File: config.mk
export PLATFORM = sky130hd
export DESIGN_NAME = sync_down_timer
export DESIGN_NICKNAME = d
export VERILOG_FILES = /design/src/rtl/sync_down_timer.sv
export SDC_FILE = /design/constraint.sdc
export NUM_CORES = 1
export LEC_CHECK = 0
export CORE_MARGIN = 10
export CORE_UTILIZATION = 48
export DETAILED_ROUTE_END_ITERATION = 16
export MAX_ROUTING_LAYER = met4
export PLACE_DENSITY = 0.77
export RECOVER_POWER = 100
export SLEW_MARGIN = 20
export SYNTH_ARGS = -nofsm -noshare
export SYNTH_HDL_FRONTEND = slang
export SYNTH_SLANG_ARGS = --single-unit
File: constraint.sdc
create_clock -name clk -period 2.1 [get_ports clk]
set_clock_uncertainty 0.15 [all_clocks]
set_input_delay 0.42 -clock clk [delete_from_list [all_inputs] [get_ports clk]]
set_output_delay 0.42 -clock clk [all_outputs]
set_load 0.01 [all_outputs]
File: src/rtl/sync_down_timer.sv
// sync_down_timer: loadable synchronous down counter/timer with terminal-count pulse,
// one-shot or auto-reload operation.
module sync_down_timer #(
    parameter int WIDTH = 4
) (
    input  logic             clk,
    input  logic             reset,
    input  logic             load,
    input  logic [WIDTH-1:0] load_val,
    input  logic             start,
    input  logic             stop,
    input  logic             auto_reload,
    output logic [WIDTH-1:0] Q,
    output logic             busy,
    output logic             tc,
    output logic             done
);
    localparam logic [1:0] IDLE = 2'd0;
    localparam logic [1:0] RUN  = 2'd1;
    localparam logic [1:0] DONE = 2'd2;

    logic [1:0]       state;
    logic [WIDTH-1:0] reload_reg;

    assign busy = state == RUN;
    assign done = state == DONE;

    always_ff @(posedge clk) begin
        if (reset) begin
            Q          <= '0;
            reload_reg <= '0;
            state      <= IDLE;
            tc         <= 1'b0;
        end else if (load) begin
            reload_reg <= load_val;
            Q          <= load_val;
            state      <= IDLE;
            tc         <= 1'b0;
        end else begin
            tc <= 1'b0;
            if (state == RUN) begin
                if (stop) state <= IDLE;
                else if (Q > WIDTH'(1)) Q <= Q - WIDTH'(1);
                else if (Q == WIDTH'(1)) begin
                    Q  <= '0;
                    tc <= 1'b1;
                end
                else if (auto_reload) Q <= reload_reg;
                else state <= DONE;
            end else if (start && !stop) begin
                // A held nonzero count resumes; an expired count restarts from reload_reg
                if (state == IDLE && Q != '0) state <= RUN;
                else if (reload_reg != '0) begin
                    Q     <= reload_reg;
                    state <= RUN;
                end else begin
                    state <= DONE;
                    tc    <= 1'b1;
                end
            end
        end
    end
endmodule

==> results.json <==
{
  "status": "finished clean",
  "hp-start": "reload_reg[3]$_SDFFE_PP0P_",
  "wirelength_um": 2210,
  "grt_max_degree": 14,
  "diodes": 0,
  "cts_buffers": 3,
  "drc": 0,
  "gp_congestion": 0.937,
  "worstPathMaxFanout": 6,
  "die_width_um": 59.4,
  "vias": 803,
  "ioPinCount": 17,
  "synth-async-reset-ratio": 0,
  "p_leak_nw": 0.415,
  "crit_type": "reg -> reg",
  "ir_drop_uv": 485,
  "hold_viol_final": 0,
  "synth.cell_area_um2": 744,
  "synth_edf_count": 0,
  "core_mm2": 0.00149,
  "dieHeight_um": 59.4,
  "clk_latency_ns": 0.28,
  "hold_end": "reload_reg[3]$_SDFFE_PP0P_",
  "period_share": 0.978,
  "synth_seq_cells": 11,
  "syn_inst": 81,
  "drv_cap": 0,
  "max_freq_ghz": 0.487,
  "clock_path_buffers": 2,
  "multi_input_area_um2": 523,
  "synth.distinct_cells": 35,
  "synth_ff_type": "dfxtp_1",
  "grt_util_all_layers": 0.140,
  "min_path_type": "reg -> reg",
  "first_pass_iters": 6,
  "syn_avg_cell_area_um2": 9.19,
  "antenna_found_initial": 0,
  "worst_pin_slew_ns": 0.541,
  "port_buffers": 16,
  "cts-root-buf": "clkbuf_4",
  "ff2ff_setup_slack_ns": 0.05,
  "finalNonFillerCells": 126,
  "start_util": 0.500,
  "cts_tree": "built",
  "htreeDepth": 1,
  "setup_viol": 0,
  "clock_sinks": 11,
  "die_area_mm2": 0.00353,
  "synth_nets": 94,
  "rr_startpoint": "Q[0]$_SDFFE_PP0P_",
  "reg2regPathDepth": 6,
  "drive_gt1_frac": 0.318,
  "fill_cells": 118,
  "startpoint_type": "flop",
  "cts.clk_slew.worst_paths_ns": 0.08,
  "power.density_mw_per_mm2": 569,
  "layout.nets": 124,
  "critical_path_arrival_ns": 2.06,
  "wl_per_cell_um": 17.5,
  "yosysWarnings": 0,
  "seqCellArea_um2": 224,
  "cp-end-kind": "flop",
  "tns_ns": 0,
  "dp_hpwl_um": 1720,
  "grt_pass1_wl_um": 3660,
  "grt_pass1_vias": 812,
  "slew_viol_final": 0,
  "crit_required_ns": 2.10,
  "gr-total-overflow": 0,
  "ant_nets": 0,
  "rows": 14,
  "dpl.cell_count": 120,
  "mostFrequentLayoutCell": "clkdlybuf4s50_1",
  "maxSlewHeadroom": 0.638,
  "drt_iter0_drc": 53,
  "r2r_end": "Q[3]$_SDFFE_PP0P_",
  "via_per_inst": 6.37,
  "whs_path_depth": 2,
  "layout_common_cells": "13 x clkdlybuf4s50_1, 11 x buf_4, 8 x dfxtp_1, 8 x nor2_1",
  "synthToLayoutAreaGrowth_pct": 42.5,
  "ys_seq_area_frac": 0.296,
  "period_minus_slack_ns": 2.05
}
==> worst max-delay path by stage <==
| stage | from | endpoint | slack, ns | depth (start not counted) |
|---|---|---|---|---|
| after floorplan | Q[1]$_SDFFE_PP0P_ | state[0]$_SDFFE_PP0P_ | 0.06 | 6 |
| after global placement | Q[1]$_SDFFE_PP0P_ | state[0]$_SDFFE_PP0P_ | 0.03 | 6 |
| after detailed placement | Q[0]$_SDFFE_PP0P_ | Q[3]$_SDFFE_PP0P_ | 0.0003 | 6 |
| after CTS | Q[1]$_SDFFE_PP0P_ | state[0]$_SDFFE_PP0P_ | 0.009 | 6 |
| after global routing | Q[0]$_SDFFE_PP0P_ | Q[3]$_SDFFE_PP0P_ | -0.005 | 8 |
| final | Q[0]$_SDFFE_PP0P_ | Q[3]$_SDFFE_PP0P_ | 0.05 | 6 |
==> critical path, cell delays in order (launching register included) <==
cell and delay [ns]:
dfxtp_2 0.36, inv_2 0.08, ha_1 0.17, or4b_4 0.51, a211o_1 0.32, a32oi_1 0.23, o32ai_1 0.11
==> final cells by class <==
| class | count | area share |
|---|---|---|
| inverter | 7 | 0.0248 |
| sequential | 11 | 0.211 |
| clock buffer | 4 | 0.0248 |
| tap | 16 | 0.0189 |
| timing repair buffer | 27 | 0.228 |
| multi-input combinational | 61 | 0.493 |
==> logic make-up after synthesis <==
kind of cell	share of synthesized area
and+or+nand+nor	0.234
AOI/OAI and AO/OA	0.316
DFF	0.296
buffers and inverters	0.0504
muxes	0.0538
adders and majority gates	0.0504
==> stage by stage <==
step	area [µm²]	total power [mW]	worst slack [ns]	util	hold slack [ns]
global route	1060	0.638	-0.00503	0.713	0.443
floorplan	744	0.356	0.0578	-	0.343
detailed placement	981	0.439	0.000298	0.659	0.382
global placement	981	0.435	0.0295	0.659	0.374
finish	1060	0.604	0.0459	0.713	0.391
CTS	1010	0.591	0.00905	0.676	0.394
==> report_power, final <==
part | switching, mW | leakage [nW] | total [mW] | internal, mW
clock | 0.0813 | 0.0150 | 0.155 | 0.0739
sequential | 0.0175 | 0.0915 | 0.240 | 0.223
combinational | 0.103 | 0.308 | 0.208 | 0.105
total | 0.202 | 0.415 | 0.604 | 0.402
==> routing by layer <==
| metal | routed length [µm] | part of all wire | track usage |
|---|---|---|---|
| met1 | 934 | 0.42 | 0.152 |
| met3 | 171 | 0.077 | 0.0429 |
| met4 | 51 | 0.023 | 0.0787 |
| met2 | 1050 | 0.48 | 0.218 |
| met5 | 0 | 0 | - |
==> synth_stat cells, types with 2 or more instances <==
cell type | instances | area share
a2111oi_2 | 2 | 0.040
nor2_1 | 8 | 0.040
a211oi_1 | 2 | 0.020
nor4_1 | 4 | 0.034
mux2i_1 | 4 | 0.054
or4b_4 | 2 | 0.037
inv_1 | 7 | 0.035
nand3_1 | 2 | 0.013
dfxtp_1 | 11 | 0.30
nand2b_1 | 3 | 0.025
a222oi_1 | 3 | 0.040
a21oi_1 | 4 | 0.027
ha_1 | 3 | 0.050
a32oi_1 | 3 | 0.035
o32ai_1 | 2 | 0.024
nand2_1 | 2 | 0.010
==> what timing repair did <==
item | 4_1_cts | 5_1_grt
hold buffers | 0 | 0
setup buffers | 0 | 2
pin swaps | 1 | 6
resized for setup | 1 | 14
setup endpoints to repair | 2 | 7
(Power assumes the default switching activity.)
